[config.mk]
export PLATFORM = sky130hd
export DESIGN_NAME = cache_control_assoc
export DESIGN_NICKNAME = d
export VERILOG_FILES = /design/src/rtl/cache_pkg.sv /design/src/rtl/plru_array.sv /design/src/rtl/cache_control_assoc.sv
export SDC_FILE = /design/constraint.sdc
export NUM_CORES = 1
export LEC_CHECK = 0
export ABC_AREA = 1
export BUFFER_PORTS_ARGS = -buffer_cell sky130_fd_sc_hd__buf_2
export CORE_MARGIN = 5
export CORE_UTILIZATION = 44
export DETAILED_ROUTE_END_ITERATION = 7
export PLACE_DENSITY = 0.65
export REMOVE_ABC_BUFFERS = 1
export SETUP_SLACK_MARGIN = 0.4
export SLEW_MARGIN = 20
export SYNTH_ARGS = -nofsm -noshare
export SYNTH_HDL_FRONTEND = slang
export SYNTH_SLANG_ARGS = --single-unit
[constraint.sdc]
create_clock -name clk -period 3.7 [get_ports clk]
set_input_delay 0.37 -clock clk [delete_from_list [all_inputs] [get_ports clk]]
set_output_delay 0.37 -clock clk [all_outputs]
set_load 0.005 [all_outputs]
[src/rtl/cache_pkg.sv]
// Shared types and tree pseudo-LRU helpers for the set-associative cache controller.
// The tree is heap-ordered: node 0 is the root and a node bit of 1 means the victim is in the upper half.
package cache_pkg;

    typedef enum logic [1:0] {
        COMPARE,
        DELAY,
        WRITE_BACK,
        ALLOCATE
    } cache_state_t;

    localparam int DEFAULT_WAYS     = 4;
    localparam int DEFAULT_IDX_LO   = 5;
    localparam int DEFAULT_IDX_BITS = 4;

    localparam int MAX_WAYS  = 8;
    localparam int MAX_NODES = MAX_WAYS - 1;

    // Walk from the root, following each node bit toward the least recently used half.
    function automatic logic [2:0] plru_victim(input logic [MAX_NODES-1:0] bits,
                                               input int ways);
        logic [2:0] way;
        logic       dir;
        int         node;
        way  = '0;
        node = 0;
        for (int lvl = 0; lvl < 3; lvl++) begin
            if ((1 << lvl) < ways) begin
                dir  = bits[node[2:0]];
                way  = {way[1:0], dir};
                node = 2 * node + 1 + (dir ? 1 : 0);
            end
        end
        return way;
    endfunction

    // Point every node on the path to 'way' away from it.
    function automatic logic [MAX_NODES-1:0] plru_update(input logic [MAX_NODES-1:0] bits,
                                                         input logic [2:0] way,
                                                         input int ways);
        logic [MAX_NODES-1:0] res;
        logic                 dir;
        int                   node;
        int                   levels;
        res    = bits;
        node   = 0;
        levels = 0;
        for (int lvl = 0; lvl < 3; lvl++) begin
            if ((1 << lvl) < ways) begin
                levels++;
            end
        end
        for (int lvl = 0; lvl < 3; lvl++) begin
            if (lvl < levels) begin
                dir              = way[2'(levels - 1 - lvl)];
                res[node[2:0]]   = ~dir;
                node             = 2 * node + 1 + (dir ? 1 : 0);
            end
        end
        return res;
    endfunction

endpackage

[src/rtl/plru_array.sv]
// Per-set tree pseudo-LRU state: one WAYS-1 bit tree per set, cleared by reset.
module plru_array
    import cache_pkg::*;
#(
    parameter int WAYS     = DEFAULT_WAYS,
    parameter int IDX_BITS = DEFAULT_IDX_BITS
) (
    input  logic                      clk,
    input  logic                      rst,
    input  logic [IDX_BITS-1:0]       rd_index,
    output logic [WAYS-2:0]           rd_bits,
    input  logic                      upd_en,
    input  logic [IDX_BITS-1:0]       upd_index,
    input  logic [$clog2(WAYS)-1:0]   upd_way
);

    localparam int SETS  = 2 ** IDX_BITS;
    localparam int NODES = WAYS - 1;

    logic [NODES-1:0] tree [SETS];

    always_ff @(posedge clk or posedge rst) begin
        if (rst) begin
            for (int s = 0; s < SETS; s++) begin
                tree[s] <= '0;
            end
        end else if (upd_en) begin
            tree[upd_index] <= NODES'(plru_update(MAX_NODES'(tree[upd_index]), 3'(upd_way), WAYS));
        end
    end

    assign rd_bits = tree[rd_index];

endmodule

[src/rtl/cache_control_assoc.sv]
// Write-back, write-allocate control FSM for an N-way set-associative cache with
// per-set tree pseudo-LRU replacement; the tag/data/valid/dirty arrays live in the datapath.
module cache_control_assoc
    import cache_pkg::*;
#(
    parameter int WAYS     = DEFAULT_WAYS,
    parameter int IDX_LO   = DEFAULT_IDX_LO,
    parameter int IDX_BITS = DEFAULT_IDX_BITS
) (
    input  logic                    clk,
    input  logic                    rst,
    input  logic [31:0]             mem_address,
    input  logic                    mem_read,
    input  logic                    mem_write,
    input  logic [WAYS-1:0]         hit_vec,
    input  logic [WAYS-1:0]         valid_vec,
    input  logic [WAYS-1:0]         dirty_vec,
    input  logic                    pmem_resp,
    output logic                    pmem_read,
    output logic                    pmem_write,
    output logic                    mem_resp,
    output logic                    data_mux,
    output logic                    writetomem,
    output logic                    write_masked,
    output logic                    index_change,
    output logic [$clog2(WAYS)-1:0] way_sel
);

    localparam int WAY_W = $clog2(WAYS);
    localparam int SETS  = 2 ** IDX_BITS;

    cache_state_t        state, next_state;
    logic [IDX_BITS-1:0] index, index_prev;
    logic [WAY_W-1:0]    hit_way, free_way, victim, victim_q;
    logic [WAYS-2:0]     plru_bits;
    logic                req, hit, all_valid, load_victim;
    logic [31:0]         addr_unused;

    assign index        = mem_address[IDX_LO +: IDX_BITS];
    assign addr_unused  = mem_address & ~(32'(SETS - 1) << IDX_LO);
    assign index_change = (index != index_prev);
    assign req          = mem_read | mem_write;
    assign hit          = |hit_vec;
    assign all_valid    = &valid_vec;

    // Lowest-index matching way and lowest-index empty way.
    always_comb begin
        hit_way  = '0;
        free_way = '0;
        for (int i = WAYS - 1; i >= 0; i--) begin
            if (hit_vec[i]) begin
                hit_way = WAY_W'(i);
            end
            if (!valid_vec[i]) begin
                free_way = WAY_W'(i);
            end
        end
    end

    // Empty ways are always filled first; the PLRU tree only decides among full sets.
    always_comb begin
        victim = free_way;
        if (all_valid) begin
            victim = WAY_W'(plru_victim(MAX_NODES'(plru_bits), WAYS));
        end
    end

    plru_array #(
        .WAYS     (WAYS),
        .IDX_BITS (IDX_BITS)
    ) u_plru (
        .clk       (clk),
        .rst       (rst),
        .rd_index  (index),
        .rd_bits   (plru_bits),
        .upd_en    (mem_resp),
        .upd_index (index),
        .upd_way   (hit_way)
    );

    always_ff @(posedge clk or posedge rst) begin
        if (rst) begin
            state      <= COMPARE;
            index_prev <= '0;
            victim_q   <= '0;
        end else begin
            state      <= next_state;
            index_prev <= index;
            if (load_victim) begin
                victim_q <= victim;
            end
        end
    end

    // After an index change the arrays are read for one bubble cycle before the tag result is trusted.
    always_comb begin
        next_state   = state;
        mem_resp     = 1'b0;
        pmem_read    = 1'b0;
        pmem_write   = 1'b0;
        data_mux     = 1'b0;
        writetomem   = 1'b0;
        write_masked = 1'b0;
        way_sel      = '0;
        load_victim  = 1'b0;
        case (state)
            COMPARE: begin
                write_masked = ~index_change;
                if (req) begin
                    if (index_change) begin
                        next_state = DELAY;
                    end else if (hit) begin
                        mem_resp = 1'b1;
                        way_sel  = hit_way;
                    end else begin
                        load_victim = 1'b1;
                        next_state  = dirty_vec[victim] ? WRITE_BACK : ALLOCATE;
                    end
                end
            end
            DELAY: begin
                write_masked = 1'b1;
                if (hit) begin
                    mem_resp   = 1'b1;
                    way_sel    = hit_way;
                    next_state = COMPARE;
                end else if (req) begin
                    load_victim = 1'b1;
                    next_state  = dirty_vec[victim] ? WRITE_BACK : ALLOCATE;
                end else begin
                    next_state = COMPARE;
                end
            end
            WRITE_BACK: begin
                pmem_write = 1'b1;
                writetomem = 1'b1;
                way_sel    = victim_q;
                if (pmem_resp) begin
                    next_state = ALLOCATE;
                end
            end
            ALLOCATE: begin
                pmem_read = 1'b1;
                data_mux  = 1'b1;
                way_sel   = victim_q;
                if (pmem_resp) begin
                    next_state = COMPARE;
                end
            end
            default: begin
                next_state = COMPARE;
            end
        endcase
    end

endmodule

# Yosys cells after proc, flatten, opt, wreduce, memory -nomap -nowiden
# Index checks and enable logic that the tools add are counted.
[op_classes]
bitwise_logic = 6
n_lt_le_gt_ge = 14
muxes = 76
eq_ne = 8
reduce_logical = 8
addsub = 8
[ops]
columns = ["cell", "count"]
rows = [
  ["$mux 32", 2],
  ["$bwmux 48", 1],
  ["$mux 2", 19],
  ["$add 32x2->32 const B", 1],
  ["$lt 1x32->1 const A", 1],
  ["$lt 2x32->1 const A", 1],
  ["$lt 3x32->1 const A", 1],
  ["$mux 3", 10],
  ["$mux 1", 26],
  ["$bwmux 7", 2],
  ["$mux 7", 2],
  ["$bmux 3 s4", 1],
  ["$demux 3 s4", 1],
  ["$lt 2x4->1 const B", 3],
  ["$lt 3x4->1 const B", 3],
  ["$bmux 1 s2", 4],
  ["$pmux 2 s4", 1],
  ["$reduce_and 4->1", 2],
  ["$demux 1 s3", 2],
  ["$ge 3x1->1 const B", 2],
  ["$ne 2x2->1 const B", 3],
  ["$pmux 1 s2", 3],
  ["$pmux 2 s3", 1],
  ["$sub 2x2->2 const B", 3],
  ["other kinds (18)", 25],
]
[totals]
out_inout_bits = 9
word_cells = 139
ff_bits = 56
input_bits = 49

# Depth between registers and ports, before layout
# Gate-level depths: netlist of run 1.
[depth]
depth_word = 28
ltp_mapped = 20
mapped_depth_nobuf = 18

# Cells and area by module
# From an unflattened synthesis of run 1, not the netlist that was laid out.
[hier_totals]
cells_unflattened = 528
area_unflattened_um2 = 3507.1
[modules_own_cells]
columns = ["mod", "area_each_um2", "instances", "cells_per_inst", "seq_area_each_um2"]
rows = [
  ["plru_array", 2840.2, 1, 425, 1201.2],
  ["cache_control_assoc", 666.9, 1, 103, 200.2],
]

# Worst setup path after synthesis of run 1
# Ideal clock, no wire load.
[synth_timing]
kind = "input -> register"
from = "input port mem_address[6]"
to = "register u_plru.tree[34] (netlist bit)"
setup_ns = 0.125
arrival_time_ns = 1.860
cell_stages = 12
slack_ns = 1.716
required_time_ns = 3.575
cell_sequence = "buf_6 -> or2_0 -> nand2_1 -> nand4_2 -> nor2_2 -> inv_2 -> nor2_4 -> nor2_2 -> nor2_8 -> nand2_2 -> nor2_4 -> mux2_2"
[synth_between]
elab_cells_between_ends = 20
classes_between = "2 x order compare; 1 x eq/ne; 15 x mux; 1 x bitwise; 1 x reduce/logical"
[synth_lines]
columns = ["element", "line", "rtl"]
rows = [
  ["start: declaration", "cache_control_assoc.sv:12", "input logic [31:0] mem_address,"],
  ["$ne 4x4->1", "cache_control_assoc.sv:41", "assign index_change = (index != index_prev);"],
  ["net index_change", "cache_control_assoc.sv:25", "output logic index_change,"],
  ["$mux 1", "cache_control_assoc.sv:110", "if (index_change) begin"],
  ["$mux 1", "cache_control_assoc.sv:109", "if (req) begin"],
  ["$pmux 1 s2", "cache_control_assoc.sv:106", "case (state)"],
  ["net mem_resp", "cache_control_assoc.sv:21", "output logic mem_resp,"],
  ["end signal: indexed assignment", "plru_array.sv:28", "tree[upd_index] <= NODES'(plru_update(MAX_NODES'(tree[upd_index]), 3'(upd_way), WAYS));"],
  ["end: declaration", "plru_array.sv:20", "logic [NODES-1:0] tree [SETS];"],
]
# The timed path passes the listed nets, and every way through them passes these cells. The select of a mux whose other input is x is not followed.
# A chain may end at the register's enable or synchronous reset.

# Worst setup path after layout of run 1
[layout_timing]
from = "input port mem_address[5]"
to = "register u_plru.tree[41] (netlist bit)"
[layout_between]
elab_chain_cells = 11
elab_cells_between_ends = 20
classes_between = "2 x order compare; 1 x eq/ne; 15 x mux; 1 x bitwise; 1 x reduce/logical"
[layout_rtl]
columns = ["element", "line", "rtl"]
rows = [
  ["$not 4->5 (not written as such)", "plru_array.sv:28", ""],
  ["$bmux 3 s4", "plru_array.sv:28", ""],
  ["$mux 3 (not written as such) (2 in a row)", "plru_array.sv:28", ""],
  ["$bwmux 7", "cache_pkg.sv:56", "res[node[2:0]] = ~dir;"],
  ["$mux 7", "cache_pkg.sv:54", "if (lvl < levels) begin"],
  ["$mux 7", "plru_array.sv:27", "end else if (upd_en) begin"],
  ["$bwmux 7", "cache_pkg.sv:56", ""],
  ["$mux 3", "cache_pkg.sv:54", ""],
  ["$mux 3", "plru_array.sv:27", ""],
  ["$bwmux 48", "plru_array.sv:28", ""],
]
# Parallel ways exist; a longest one is shown, timed or not. The select of a mux whose other input is x is not followed.

==> out/results.txt, run 1 <==
combinational power share - 34.4%
Layout area overhead - 10.8%
Worst VDD drop - 0.000182 V
PwrDens - 608 nW/um2
Syn Area/Cell - 7.05 um2
final core utilization - 49.3%
final hold violations - 0
Max Fclk - 0.429 GHz
worst r2r path cells - 10
Max-slew headroom - 47.6%
gr usage total - 16.7%
most common cell after layout, fill and taps aside - nand2_1
DR WL/cell - 11.8 um
Synth Flop Type - dfrtp_1
ANT nets after route - 0
CTS clk-pin slew, worst paths - 0.10 ns
Slew @ Worst Pin - 0.785 ns
I/O pins - 58
hold_buf cts - 0
Sequential Power Share - 46.6%
postcts setup bufs - 0
status - finished, final reports clean
Finished Cell Area - 3520 um2
GRT overflow - 0
Design Power - 2.14 mW
Post-synth EDFFs - 0
die width - 94.9 um
clk buf depth - 2
area of the mapped netlist - 3170 um2
Reg-to-Reg Start - u_plru.tree[5]
initial antenna violation count - 0
synth warn - 0
CTS tree - yes
count of cell types in the netlist - 26
Layout Nets - 527
core area - 7140 um2
Critical Path RT - 3.95 ns
Period minus WS final - 2.33 ns
I/O Buffers - 29
Leakage - 1.86 nW
final period utilization - 63.0%
Worst R2R Setup Slack - 1.66 ns
P_int - 1.36 mW
global-route wire length before repair - 11.8 mm
unrepaired setup endpoints after global routing - false
number of DRC markers in iteration 0 - 134
Sink Count - 56
Crit path arrival time - 2.59 ns
Die ar. - 9010 um2
clock power share - 19.0%
largest net degree at the start of global routing - 38
commonest cells after routing, fill and taps aside - 221 x nand2_1, 56 x dfrtp_1, 43 x inv_1
Critical Path Start Type - primary input
synthesis-stage register bit count - 56
fill count - 714
maxcap violations - 0
Syn Inst Count - 450
Resized Gates After CTS - 0
vias per cell - 4.60
Seq/Total Area, Yosys - 44.2%
setup TNS - 0 ns
worst-path fanout max - 27
Switch Pwr - 0.774 mW
num rows - 31
Layout Skew - 0.00870 ns
post-detail-place hpwl - 5.04 mm
vias in the first global route - 2537
Initial Util - 44.4%
CP Class - in -> reg
ANT cells - 0
DRC - 0
r2r endpoint - u_plru.tree[41]
routed wire length - 6.83 mm
final setup violation count - 0
Final GP Congestion - 0.812
Die Y - 94.9 um
TritonCTS Buffers - 5
Initial DRT Pass Iterations - 5
Final Max Tran Viols - 0
Worst Hold Class - in -> async
clk root buf - clkbuf_8
Post-synth ARST share - 100%
htree depth - 2
placed inst area - 3400 um2
endpoint class of the critical path - flop
DR vias - 2658
worst skew pair latency - 0.31 ns
ratio of cells with drive above 1 in the final layout - 15.7%
sw frac - 36.2%
==> area by class of cell <==
type / count / area [um2] / area share, %
clock inverter: 2 / 38.8 / 1.10
tap: 99 / 124 / 3.52
timing repair buffer: 34 / 183 / 5.20
sequential: 56 / 1400 / 39.9
clock buffer: 6 / 72.6 / 2.06
multi-input combinational: 328 / 1500 / 42.6
inverter: 53 / 199 / 5.66
==> worst max-delay path, cell delays in order <==
cell and delay (ns):
buf_2 0.39, buf_4 0.28, nand2_1 0.06, o21ai_0 0.09
nand2_1 0.09, nand2_1 0.08, nand2_1 0.05, nand2_1 0.06
nor2_1 0.06, o22ai_1 0.57, buf_4 0.31, mux2_2 0.17
==> worst max-delay path by stage <==
stage | slack [ns] | to | cells past startpoint | startpoint
after CTS | 1.34 | u_plru.tree[41] | 12 | mem_address[5]
after global placement | 1.10 | u_plru.tree[34] | 12 | mem_address[5]
final | 1.37 | u_plru.tree[41] | 12 | mem_address[5]
after detailed placement | 1.05 | u_plru.tree[41] | 12 | mem_address[5]
after global routing | 1.13 | u_plru.tree[35] | 13 | mem_address[5]
after floorplan | 1.70 | u_plru.tree[34] | 6 | hit_vec[1]
==> cell usage after synthesis (3+ instances only) <==
cell / n / area [um2]
mux2_2: 3 / 33.8
nor2_4: 13 / 146
nor2_2: 3 / 18.8
o21ai_1: 10 / 50.1
a21oi_1: 4 / 20.0
inv_1: 44 / 165
inv_2: 9 / 33.8
dfrtp_1: 56 / 1400
buf_2: 8 / 40.0
nor2_1: 29 / 109
xnor2_1: 3 / 26.3
nand3_1: 5 / 25.0
nand2_1: 221 / 830
o21ai_0: 20 / 100
o21a_1: 6 / 45.0
==> registers in the layout, indices dropped and copies added (netlist names) <==
name and flops:
index_prev 4, state 2, u_plru.tree 48, victim_q 2
==> layer usage <==
layer	wire, um	track usage [%]	vias up	share of wire [%]
li1	-	-	1415	-
met5	0	0	-	0
met2	3130	28.1	54	46
met3	338	3.11	9	4.9
met1	3290	22.1	1180	48
met4	68	4.45	0	1.0
==> power groups by stage <==
stage / Sequential [mW] / Combinational, mW / Clock [mW]
global route: 1.03 / 0.854 / 0.439
detailed placement: 1.01 / 0.744 / 0
finish: 0.996 / 0.735 / 0.406
CTS: 0.996 / 0.747 / 0.423
global placement: 1.00 / 0.726 / 0
floorplan: 0.975 / 0.550 / 0
==> logic make-up (layout without fill, tap and decap cells) <==
| kind of cell | count (synthesis) | count (layout) | share of synthesized area [%] |
|---|---|---|---|
| DFF | 56 | 56 | 44.2 |
| buffers and inverters | 66 | 95 | 8.60 |
| and+or+nand+nor | 276 | 276 | 37.2 |
| xor gates and xnor gates | 3 | 3 | 0.829 |
| AOI/OAI and AO/OA | 46 | 46 | 8.13 |
| muxes | 3 | 3 | 1.07 |
==> stage by stage <==
| stage | setup slack [ns] | hold slack, ns | instances |
|---|---|---|---|
| finish | 1.37 | 0.195 | 578 |
| global route | 1.13 | 0.218 | 578 |
| CTS | 1.34 | 0.217 | 578 |
| detailed placement | 1.05 | 0.459 | 570 |
| global placement | 1.10 | 0.456 | 570 |
| floorplan | 1.70 | 0.401 | 437 |
(Power assumes the default switching activity.)
==> run 2, diff against run 1 <==
PLACE_DENSITY = 0.68   (was 0.65)
clock period = 2.05 ns   (was 3.7 ns; I/O delays follow)
==> run 2 against run 1 <==
  * The run now ends with setup timing left
  * Total power increased by 85%
  * Via count increased by 7.5%
  * Non-clock buffer count increased by 23
==> out/results.txt, run 2 (synthesis results as in run 1) <==
Worst VDD drop - 0.000332 V (was 0.000182 V)
vias in the first global route - 2726 (was 2537)
Layout Nets - 550 (was 527)
initial antenna violation count - 0 (unchanged)
ANT nets after route - 0 (unchanged)
die width - 94.9 um (unchanged)
gr usage total - 17.5% (was 16.7%)
Critical Path RT - 2.26 ns (was 3.95 ns)
CP peak stage delay - 0.39 ns (was 0.57 ns)
I/O pins - 58 (unchanged)
most common cell after layout, fill and taps aside - nand2_1 (unchanged)
biggest regs - u_plru.tree: 48 flops, index_prev: 4 flops (unchanged)
Die ar. - 9010 um2 (unchanged)
core area - 7140 um2 (unchanged)
failing checks - setup timing
CP Cell Sequence - or2_0, nand2_1, nand4_2, nor2_2, inv_2, nor2_4, nor2_2, nor2_8, nand2_4, nor2_4, mux2_4 (was buf_2, buf_4, nand2_1, o21ai_0, nand2_1, nand2_1, nand2_1, nand2_1, nor2_1, o22ai_1, buf_4, mux2_2)
CTS tree - yes (unchanged)
TritonCTS Buffers - 5 (unchanged)
number of DRC markers in iteration 0 - 167 (was 134)
endpoint class of the critical path - flop (unchanged)
clk root buf - clkbuf_8 (unchanged)
Layout area overhead - 19.7% (was 10.8%)
Critical Path Start Type - flop (was primary input)
Leakage - 2.00 nW (was 1.86 nW)
Period minus WS final - 2.07 ns
num rows - 31 (unchanged)
Final Max Tran Viols - 0 (unchanged)
final hold violations - 0 (unchanged)
Reg with most FFs - u_plru.tree (unchanged)
Slew @ Worst Pin - 0.732 ns (was 0.785 ns)
Die Y - 94.9 um (unchanged)
GRT overflow - 0 (unchanged)
hold_buf cts - 0 (unchanged)
Worst Hold Class - in -> async (unchanged)
Max-slew headroom - 51.2% (was 47.6%)
Initial Util - 44.4% (unchanged)
largest net degree at the start of global routing - 57 (was 38)
Layout Skew - 0.0137 ns (was 0.00870 ns)
DRC - 0 (unchanged)
htree depth - 2 (unchanged)
worst skew pair latency - 0.33 ns (was 0.31 ns)
Max Fclk - 0.483 GHz
hold_ws - 0.0470 ns (was 0.195 ns)
ANT cells - 0 (unchanged)
Initial DRT Pass Iterations - 4 (was 5)
vias per cell - 4.75 (was 4.60)
slowest cell on the critical path - dfrtp_1 (was o22ai_1)
global-route wire length before repair - 12.4 mm (was 11.8 mm)
DR vias - 2857 (was 2658)
Sink Count - 56 (unchanged)
CTS clk-pin slew, worst paths - 0.11 ns (was 0.10 ns)
Crit path arrival time - 2.28 ns (was 2.59 ns)
clk buf depth - 2 (unchanged)
unrepaired setup endpoints after global routing - true (was false)
CP Class - reg -> reg (was in -> reg)
commonest cells after routing, fill and taps aside - 218 x nand2_1, 56 x dfrtp_1, 39 x inv_1 (was 221 x nand2_1, 56 x dfrtp_1, 43 x inv_1)
final setup violation count - 2 (was 0)
setup TNS - -0.0379 ns (was 0 ns)
PwrDens - 1040 nW/um2 (was 608 nW/um2)
final period utilization - 101%
status - finished, violations left (was finished, final reports clean)
I/O Buffers - 29 (unchanged)
DR WL/cell - 12.2 um (was 11.8 um)
worst-path fanout max - 4 (was 27)
Final GP Congestion - 0.847 (was 0.812)
routed wire length - 7.32 mm (was 6.83 mm)
final core utilization - 53.2% (was 49.3%)
max FFs per register - 48 (unchanged)
post-detail-place hpwl - 5.17 mm (was 5.04 mm)
Worst Slack Setup Final - -0.0199 ns (was 1.37 ns)
ratio of cells with drive above 1 in the final layout - 23.3% (was 15.7%)
maxcap violations - 0 (unchanged)
[run 2: cell count changes in the layout (fill, tap and decap cells not counted), moves of 4 or more]
cell	previous run	this run
nor2_4	13	17
buf_6	0	5
nor2_1	29	22
o21ai_0	20	15
inv_1	43	39
buf_4	5	22
[run 2: repair_timing]
action | CTS | global route
setup buffers | 7 | 6
resized for setup | 25 | 15
pin swaps | 11 | 11
setup endpoints to repair | 56 | 57
[run 2: critical path: cells and delay by family (launching register included)]
kind	cells	cell delay [ns]
buffers and inverters	1	0.07
flip-flops	1	0.39
multiplexers	1	0.32
AND/OR/NAND/NOR	9	1.18
[run 2: where the power goes]
part	internal (mW)	switching, mW
logic	0.624	0.866
clock network	0.250	0.400
registers	1.57	0.244
total	2.44	1.51
[run 2: final timing paths]
kind,start,endpoint,slack (ns),depth (start not counted)
max in group asynchronous,rst,victim_q[0],1.48,3
hold / removal,rst,index_prev[3],0.05,3
hold reg to reg,u_plru.tree[31],u_plru.tree[31],0.48,2
setup reg to reg,index_prev[1],u_plru.tree[41],-0.02,11
setup / recovery,index_prev[1],u_plru.tree[41],-0.02,11
min in group clk,mem_address[7],index_prev[2],0.05,1
[run 2: per-stage QoR]
stage / worst slack (ns) / cells / instance area, um2 / power [mW]
after floorplan: 0.175 / 437 / 3100 / 2.75
after global placement: -0.106 / 580 / 3490 / 3.14
after detailed placement: -0.157 / 580 / 3490 / 3.19
after CTS: 0.0188 / 595 / 3710 / 3.91
after global routing: -0.163 / 601 / 3800 / 4.29
final: -0.0199 / 601 / 3800 / 3.95
[run 2: area by class of cell]
| class | count | area, um2 |
|---|---|---|
| clock buffers | 5 | 68.8 |
| flip-flops and latches | 56 | 1400 |
| inverters | 53 | 204 |
| clock inverters | 3 | 25.0 |
| multi-input cells | 328 | 1590 |
| repair buffers | 57 | 387 |
| well taps | 99 | 124 |
| fillers | 724 | 3340 |
[run 2: per-layer routing]
metal	up-vias	part of all wire (%)	global-route usage (%)
li1	1469	-	-
met1	1314	47	22.6
met2	57	47	29.2
met3	17	3.6	2.71
met4	0	2.5	7.33
met5	-	0	0
